**config.mk**
```make
export PLATFORM = sky130hd
export DESIGN_NAME = ingress_shaper_flat
export DESIGN_NICKNAME = d
export VERILOG_FILES = /design/src/rtl/ingress_shaper_if.sv /design/src/rtl/ingress_shaper.sv /design/src/flat_wrapper.sv
export SDC_FILE = /design/constraint.sdc
export NUM_CORES = 1
export LEC_CHECK = 0
export ABC_AREA = 1
export CELL_PAD_IN_SITES_DETAIL_PLACEMENT = 0
export CELL_PAD_IN_SITES_GLOBAL_PLACEMENT = 1
export CORE_MARGIN = 1.5
export CORE_UTILIZATION = 40
export CTS_CLUSTER_DIAMETER = 60
export DETAILED_ROUTE_END_ITERATION = 6
export PLACE_DENSITY = 0.82
export REMOVE_ABC_BUFFERS = 1
export SLEW_MARGIN = 20
export SYNTH_ARGS = -nofsm -noshare
export SYNTH_HDL_FRONTEND = slang
export SYNTH_SLANG_ARGS = --single-unit
```
**constraint.sdc**
```tcl
create_clock -name clk -period 4.5 [get_ports clk]
set_input_delay 0.675 -clock clk [delete_from_list [all_inputs] [get_ports clk]]
set_output_delay 0.675 -clock clk [all_outputs]
set_load 0.01 [all_outputs]
```
**src/rtl/ingress_shaper_if.sv**
```systemverilog
// Bundle between traffic source, ingress shaper and downstream switch port.
// The shaper takes the slave side; the environment takes the master side.
interface ingress_shaper_if #(
  parameter int PACKET_WIDTH = 16
);
  logic                    up_valid;
  logic                    up_ready;
  logic [PACKET_WIDTH-1:0] up_data;
  logic                    port_valid_in;
  logic [PACKET_WIDTH-1:0] port_data;
  logic                    port_full;

  modport slave (
    input  up_valid,
    input  up_data,
    input  port_full,
    output up_ready,
    output port_valid_in,
    output port_data
  );

  modport master (
    output up_valid,
    output up_data,
    output port_full,
    input  up_ready,
    input  port_valid_in,
    input  port_data
  );
endinterface

```
**src/rtl/ingress_shaper.sv**
```systemverilog
// Ingress shaper: buffers source packets and forwards them into a switch port
// only while its FIFO has room, optionally paced by a token bucket.
module ingress_shaper #(
  parameter int PACKET_WIDTH = 16,
  parameter int DEPTH        = 4,
  parameter int BUCKET_MAX   = 8
) (
  input  logic                     clk,
  input  logic                     rst,
  ingress_shaper_if.slave          bus,
  input  logic                     rate_en,
  input  logic [7:0]               rate_period,
  output logic [$clog2(DEPTH):0]   fill_level,
  output logic [7:0]               tokens,
  output logic [15:0]              cnt_accepted,
  output logic [15:0]              cnt_sent,
  output logic [15:0]              cnt_rejected
);

  localparam int              AW      = $clog2(DEPTH);
  localparam int              FW      = AW + 1;
  localparam logic [FW-1:0]   DEPTH_L = FW'(DEPTH);
  localparam logic [7:0]      BMAX    = 8'(BUCKET_MAX);
  localparam logic [15:0]     CNT_MAX = 16'hFFFF;

  logic [PACKET_WIDTH-1:0] mem [DEPTH];
  logic [AW-1:0]           wr_ptr;
  logic [AW-1:0]           rd_ptr;
  logic [FW-1:0]           fill_q;
  logic [7:0]              timer_q;
  logic [7:0]              tokens_q;
  logic [15:0]             cnt_accepted_q;
  logic [15:0]             cnt_sent_q;
  logic [15:0]             cnt_rejected_q;

  logic                    handshake;
  logic                    legal;
  logic                    push;
  logic                    reject;
  logic                    send;
  logic                    wrap;
  logic [7:0]              limit_m1;

  always_comb begin
    bus.up_ready = !rst && (fill_q < DEPTH_L);
    handshake    = bus.up_valid && bus.up_ready;
    legal        = (bus.up_data[7:4] != 4'b0000);
    push         = handshake && legal;
    reject       = handshake && !legal;
    // port_full gates the send combinationally so nothing is ever offered to a full port
    send         = !rst && (fill_q != '0) && !bus.port_full &&
                   (!rate_en || (tokens_q != 8'd0));
    bus.port_valid_in = send;
    bus.port_data     = send ? mem[rd_ptr] : '0;
    // a period of 0 behaves as 1; comparing with >= lets a shortened period wrap at once
    limit_m1     = (rate_period == 8'd0) ? 8'd0 : rate_period - 8'd1;
    wrap         = rate_en && (timer_q >= limit_m1);
  end

  always_ff @(posedge clk) begin
    if (push) begin
      mem[wr_ptr] <= bus.up_data;
    end
  end

  always_ff @(posedge clk) begin
    if (rst) begin
      wr_ptr         <= '0;
      rd_ptr         <= '0;
      fill_q         <= '0;
      timer_q        <= 8'd0;
      tokens_q       <= BMAX;
      cnt_accepted_q <= 16'd0;
      cnt_sent_q     <= 16'd0;
      cnt_rejected_q <= 16'd0;
    end else begin
      if (push) begin
        wr_ptr <= wr_ptr + 1'b1;
      end
      if (send) begin
        rd_ptr <= rd_ptr + 1'b1;
      end
      case ({push, send})
        2'b10:   fill_q <= fill_q + 1'b1;
        2'b01:   fill_q <= fill_q - 1'b1;
        default: fill_q <= fill_q;
      endcase

      if (!rate_en) begin
        timer_q  <= 8'd0;
        tokens_q <= BMAX;
      end else begin
        timer_q <= wrap ? 8'd0 : timer_q + 8'd1;
        case ({wrap, send})
          2'b10:   tokens_q <= (tokens_q < BMAX) ? tokens_q + 8'd1 : tokens_q;
          2'b01:   tokens_q <= tokens_q - 8'd1;
          default: tokens_q <= tokens_q;
        endcase
      end

      cnt_accepted_q <= (push   && cnt_accepted_q != CNT_MAX) ? cnt_accepted_q + 16'd1 : cnt_accepted_q;
      cnt_sent_q     <= (send   && cnt_sent_q     != CNT_MAX) ? cnt_sent_q     + 16'd1 : cnt_sent_q;
      cnt_rejected_q <= (reject && cnt_rejected_q != CNT_MAX) ? cnt_rejected_q + 16'd1 : cnt_rejected_q;
    end
  end

  assign fill_level   = fill_q;
  assign tokens       = tokens_q;
  assign cnt_accepted = cnt_accepted_q;
  assign cnt_sent     = cnt_sent_q;
  assign cnt_rejected = cnt_rejected_q;

endmodule

```
**src/flat_wrapper.sv**
```systemverilog
// flat-port wrapper written by rule: the top's interface ports become plain ports
module ingress_shaper_flat 
#(
  parameter int PACKET_WIDTH = 16,
  parameter int DEPTH        = 4,
  parameter int BUCKET_MAX   = 8
)
  (clk, rst, rate_en, rate_period, fill_level, tokens, cnt_accepted, cnt_sent, cnt_rejected, bus_up_valid, bus_up_data, bus_port_full, bus_up_ready, bus_port_valid_in, bus_port_data);
  ingress_shaper_if #(.PACKET_WIDTH(PACKET_WIDTH)) bus_i ();
  input  logic clk;
  input  logic rst;
  input  logic rate_en;
  input  logic [7:0] rate_period;
  output logic [$clog2(DEPTH):0] fill_level;
  output logic [7:0] tokens;
  output logic [15:0] cnt_accepted;
  output logic [15:0] cnt_sent;
  output logic [15:0] cnt_rejected;
  input wire logic [$bits(bus_i.up_valid)-1:0] bus_up_valid;
  input wire logic [$bits(bus_i.up_data)-1:0] bus_up_data;
  input wire logic [$bits(bus_i.port_full)-1:0] bus_port_full;
  output wire logic [$bits(bus_i.up_ready)-1:0] bus_up_ready;
  output wire logic [$bits(bus_i.port_valid_in)-1:0] bus_port_valid_in;
  output wire logic [$bits(bus_i.port_data)-1:0] bus_port_data;
  assign bus_i.up_valid = bus_up_valid;
  assign bus_i.up_data = bus_up_data;
  assign bus_i.port_full = bus_port_full;
  assign bus_up_ready = bus_i.up_ready;
  assign bus_port_valid_in = bus_i.port_valid_in;
  assign bus_port_data = bus_i.port_data;
  ingress_shaper #(.PACKET_WIDTH(PACKET_WIDTH), .DEPTH(DEPTH), .BUCKET_MAX(BUCKET_MAX)) u_core (.clk(clk), .rst(rst), .bus(bus_i), .rate_en(rate_en), .rate_period(rate_period), .fill_level(fill_level), .tokens(tokens), .cnt_accepted(cnt_accepted), .cnt_sent(cnt_sent), .cnt_rejected(cnt_rejected));
endmodule
```
# Word level (Yosys, flattened, before mapping)
# Memories as Yosys holds them, arrays and structs flattened. A register that Yosys moved wholly into a read port is not among the register bits.
# Index checks and enable logic that the tools add are counted.
op_classes:
  n_reduce_logical: 25
  n_eq_ne: 8
  mux: 9
  n_addsub: 11
  bitwise: 1
  magnitude_cmp: 3
ops:
  columns: ["cell", "count"]
  rows:
  - ["$add A16 B1 Y16 const B", 3]
  - ["$ne A16 B16 Y1 const B", 3]
  - ["$add A8 B1 Y8 const B", 2]
  - ["$mux W16", 1]
  - ["$mux W8", 2]
  - ["$pmux W8 S2", 1]
  - ["$sub A8 B1 Y8 const B", 2]
  - ["$logic_and A1 B1 Y1", 11]
  - ["$ge A8 B8 Y1", 1]
  - ["$logic_not A8 Y1", 1]
  - ["$lt A8 B4 Y1 const B", 1]
  - ["$reduce_bool A8 Y1", 1]
  - ["$pmux W3 S2", 1]
  - ["$add A2 B1 Y2 const B", 2]
  - ["$eq A2 B1 Y1 const B", 2]
  - ["$eq A2 B2 Y1 const B", 2]
  - ["$logic_not A1 Y1", 4]
  - ["$mux W2", 2]
  - ["$reduce_bool A2 Y1", 2]
  - ["$reduce_bool A4 Y1", 1]
  - ["$add A3 B1 Y3 const B", 1]
  - ["$lt A3 B3 Y1 const B", 1]
  - ["$reduce_bool A3 Y1", 1]
  - ["$reduce_or A3 Y1", 1]
  - ["other kinds (7)", 8]
word_totals:
  elab_cells: 66
  n_memories: 1
  ff_bits: 71
  in_bits: 29
  ram_bits: 64
  output_inout_bits: 77
mem_list:
  columns: ["name", "depth", "width", "rd", "rd_ports_with_merged_regs", "write_ports", "line", "text"]
  rows:
  - ["u_core.mem", 4, 16, 1, 1, 1, "ingress_shaper.sv:26", "logic [PACKET_WIDTH-1:0] mem [DEPTH];"]

# Logic depth before layout (Yosys ltp)
logic_depth:
  depth_word: 7
  ltp_mapped: 30

# Worst setup path before layout
# OpenSTA, ideal clock, no wires.
synth_timing:
  kind: "input -> register"
  from: "in rate_period[0]"
  to: "reg u_core.tokens_q[7] (netlist: u_core.tokens[7])"
  setup_slack_ps: 917
  setup_ps: 115
  path_stages: 27
  path_buffers: 0
  arrival_ps: 3468
  path_cell_list: "inv_1 ha_1 nand2_1 nor2_1 nand2_1 nor3_1 inv_1 nand3_1 ha_1 a21oi_1 nor2_1 nor2_1 nand3_1 nand2_1 nand2_2 inv_1 ha_1 a21oi_1 nand2_1 nand3_1 nand2_1 nand2_1 nand2_1 inv_1 nand2_1 a21oi_1 nor2_1"
synth_between:
  elab_chain_len: 7
  elab_cells_between_ends: 11
synth_lines:
  columns: ["element", "line", "text"]
  rows:
  - ["start, declared", "flat_wrapper.sv:13", "input logic [7:0] rate_period;"]
  - ["$sub A8 B1 Y8 or $logic_not A8 Y1 (tied branches)", "ingress_shaper.sv:56", "limit_m1 = (rate_period == 8'd0) ? 8'd0 : rate_period - 8'd1;"]
  - ["$mux W8 *", "ingress_shaper.sv:56", null]
  - ["$ge A8 B8 Y1 *", "ingress_shaper.sv:57", "wrap = rate_en && (timer_q >= limit_m1);"]
  - ["$logic_and A1 B1 Y1 *", "ingress_shaper.sv:57", null]
  - ["$eq A2 B2 Y1 or $eq A2 B1 Y1 (tied branches)", "ingress_shaper.sv:94", "case ({wrap, send})"]
  - ["$ne A2 B1 Y1 (no source line) or $reduce_bool A2 Y1 (tied branches)", null, null]
  - ["$reduce_and A2 Y1 (no source line)", null, null]
  - ["end signal, assigned", "ingress_shaper.sv:95", "2'b10: tokens_q <= (tokens_q < BMAX) ? tokens_q + 8'd1 : tokens_q;"]
  - ["end signal, assigned", "ingress_shaper.sv:96", "2'b01: tokens_q <= tokens_q - 8'd1;"]
  - ["end signal, assigned", "ingress_shaper.sv:97", "default: tokens_q <= tokens_q;"]
  - ["end, declared", "ingress_shaper.sv:31", "logic [7:0] tokens_q;"]
# Mark *: on every way between the ends. The rest lies on a longest branch, timed or not.
# A chain may end at the register's enable or synchronous reset.

# Worst setup path in the final report
# Same ends and word-level chain as after synthesis.

==> flow_summary.json <==
{
  "netlist_area_um2": 6795,
  "vias": 5637,
  "grt_max_degree": 34,
  "reg2reg_from": "u_core.timer_q[5]$_SDFF_PP0_",
  "cp.required_ns": 4.81,
  "path_clk_slew_ns": 0.06,
  "yosysSeqAreaShare": 0.4979,
  "p_per_area_nw_per_um2": 356.0,
  "antenna_found_initial": 0,
  "cts-buffers-inserted": 17,
  "cts.sinks": 137,
  "cp_common_cell": "nand2_1",
  "die_h_um": 133.3,
  "grtUsageTotal": 0.1862,
  "drcViolationCount": 0,
  "routedWlPerCell_um": 13.83,
  "critPathTopFamily": "simple AND/OR/NAND/NOR gates",
  "syn_avg_cell_area_um2": 8.328,
  "max-slew-margin-rel": 0.4446,
  "cts-root-buf": "clkbuf_16",
  "slowest_stage": "clkdlybuf4s50_1",
  "synth_cells": 816,
  "slew_violations": 0,
  "startpoint": "rate_period[0]",
  "grt_overflow": 0,
  "pre_cts_ws_ns": 0.05340,
  "reg2reg_to": "u_core.tokens[7]$_SDFFE_PP0P_",
  "place.port_buffers": 105,
  "rows": 47,
  "hpwl_mm": 10.69,
  "ys_seq_elements": 137,
  "nNetsFinal": 983,
  "reg2regPathDepth": 19,
  "num_antenna_cells": 0,
  "drt_pass1_iterations": 4,
  "critical_path_buf_inv_count": 5,
  "ys_types": 40,
  "drt-total-wl_mm": 16.04,
  "io_pins": 106,
  "rsz0062_at_grt": "no",
  "maxCapViolations": 0,
  "grt_pass1_wl_mm": 26.33,
  "core_area_um2": 16580,
  "hold_viol": 0,
  "path_depth": 28,
  "start_util": 0.4098,
  "end_kind": "flop",
  "fin_crit_sh": 0.8774,
  "path_class": "in -> reg",
  "cp-start-kind": "primary input",
  "status": "completed",
  "area_growth_pct": 28.28,
  "cts_max_level": 4,
  "synth_async_sr_flop_share": 0,
  "drtAntennaViolNets": 0,
  "whs_path_depth": 1,
  "grt_pass1_vias": 5379,
  "p_leak_nw": 3.238,
  "holdPathEnd": "u_core.timer_q[0]$_SDFF_PP0_",
  "cts_hold_repair.buffers": 0,
  "slowest_delay_ns": 0.48,
  "arrival_ns": 4.25,
  "cts_buffer_depth": 2,
  "fin_skew_ns": 0.005429,
  "vias_per_cell": 4.859,
  "fin_ws_ns": 0.5516,
  "crit_fanout": 6,
  "holdCritStartpoint": "u_core.timer_q[0]$_SDFF_PP0_",
  "die_w_um": 133.3,
  "drive_above_1_share": 0.06596,
  "setup_viol": 0,
  "p_total_w": 0.003104,
  "ys.flop_type": "dfxtp_1",
  "ys_warn_count": 0,
  "drtIter0Drc": 380,
  "max_freq_mhz": 253.3,
  "ir_drop_v": 0.0002666,
  "die_area_um2": 17780,
  "clk_latency_ns": 0.41,
  "cts_tree": "built",
  "finalWeightedCongestion": 0.8536,
  "worst_slew_pin_slew_ns": 0.8322,
  "hp-class": "reg -> reg",
  "min_period_ns": 3.948,
  "r2r_slack_ns": 1.74,
  "synth-edff-count": 64,
  "fin_tns_setup_ns": 0
}
worst max path at each step:
stage / endpoint / slack [ns]
2_1_floorplan: u_core.tokens[7]$_SDFFE_PP0P_ / 0.92
3_3_place_gp: u_core.tokens[7]$_SDFFE_PP0P_ / 0.16
3_5_place_dp: u_core.tokens[7]$_SDFFE_PP0P_ / 0.05
4_1_cts: u_core.tokens[7]$_SDFFE_PP0P_ / 0.49
5_1_grt: u_core.tokens[7]$_SDFFE_PP0P_ / 0.03
6_report: u_core.tokens[7]$_SDFFE_PP0P_ / 0.55
flip-flops by register name, indices dropped and copies added, names as in the netlist, 3 cells and up, named ones only:
register,flops
u_core.fill_level,3
u_core.cnt_sent,16
u_core.mem,64
u_core.cnt_accepted,16
u_core.cnt_rejected,16
u_core.timer_q,8
u_core.tokens,8
report_power, final:
group	leakage, nW	switching, W	internal (W)
Combinational	1.76	0.000157	0.000108
Clock	0.304	0.000515	0.000973
Sequential	1.17	0.0000183	0.00133
through the flow:
stage | std cells | util | hold slack (ns) | area, um2
after floorplan | 796 | - | 0.4297 | 6695
after global placement | 1129 | 0.4873 | 0.4475 | 8082
after detailed placement | 1129 | 0.4873 | 0.4646 | 8082
after CTS | 1160 | 0.5254 | 0.4738 | 8712
after global routing | 1160 | 0.5257 | 0.5011 | 8717
final | 1160 | 0.5257 | 0.4723 | 8717
layout make-up:
class	count	area, um2
Sequential cell	137	3383
Clock buffer	17	425.4
Timing Repair Buffer	113	1111
Tap cell	220	275.3
Inverter	78	295.3
Multi-Input combinational cell	581	3022
Clock inverter	14	205.2
Fill cell	1575	7866
cells by family after synthesis:
logic type | share of synthesized area
and+or+nand+nor | 0.2366
DFF | 0.4979
adders and majority gates | 0.05008
xor gates and xnor gates | 0.03996
AOI/OAI and AO/OA | 0.1173
buffers and inverters | 0.05818
layout by cell type, fill, tap and decap left out, types with 8 or more instances in the layout:
master	instances
a21oi_1	72
buf_4	8
clkbuf_16	17
clkdlybuf4s50_1	105
dfxtp_1	73
edfxtp_1	64
ha_1	24
inv_1	75
nand2_1	140
nand3_1	38
nand4_1	10
nor2_1	142
nor3_1	21
o21ai_0	62
xnor2_1	12
xor2_1	19
timing repair:
item	CTS	global route
resized for setup	0	1
endpoints found under the setup margin	0	1
setup buffers	0	0
Yosys cell counts, types with 2 or more instances:
master      n  area share
nor2_1    142       0.078
nand2_1   140       0.077
inv_1      75       0.041
dfxtp_1    73        0.22
a21oi_1    72       0.053
edfxtp_1   64        0.28
o21ai_0    62       0.046
nand3_1    38       0.028
ha_1       24       0.044
nor3_1     22       0.016
xor2_1     19       0.024
clkbuf_1   16      0.0088
xnor2_1    12       0.015
nand4_1    10      0.0092
a21oi_2     5      0.0064
or2_2       5      0.0046
nand2_2     4      0.0037
nor3b_1     4      0.0044
a21o_1      2      0.0022
and3_1      2      0.0018
buf_4       2      0.0022
fa_1        2      0.0059
inv_2       2      0.0011
nand2_4     2      0.0033
nor4_1      2      0.0018
routing by layer:
metal,track usage,share of wire,vias up
met1,0.2437,0.47,2562
met3,0.04833,0.056,10
met2,0.3051,0.47,119
li1,-,-,2946
met5,0,0,-
met4,0.05314,0.0079,0
Power figures use the tool's default switching activity.
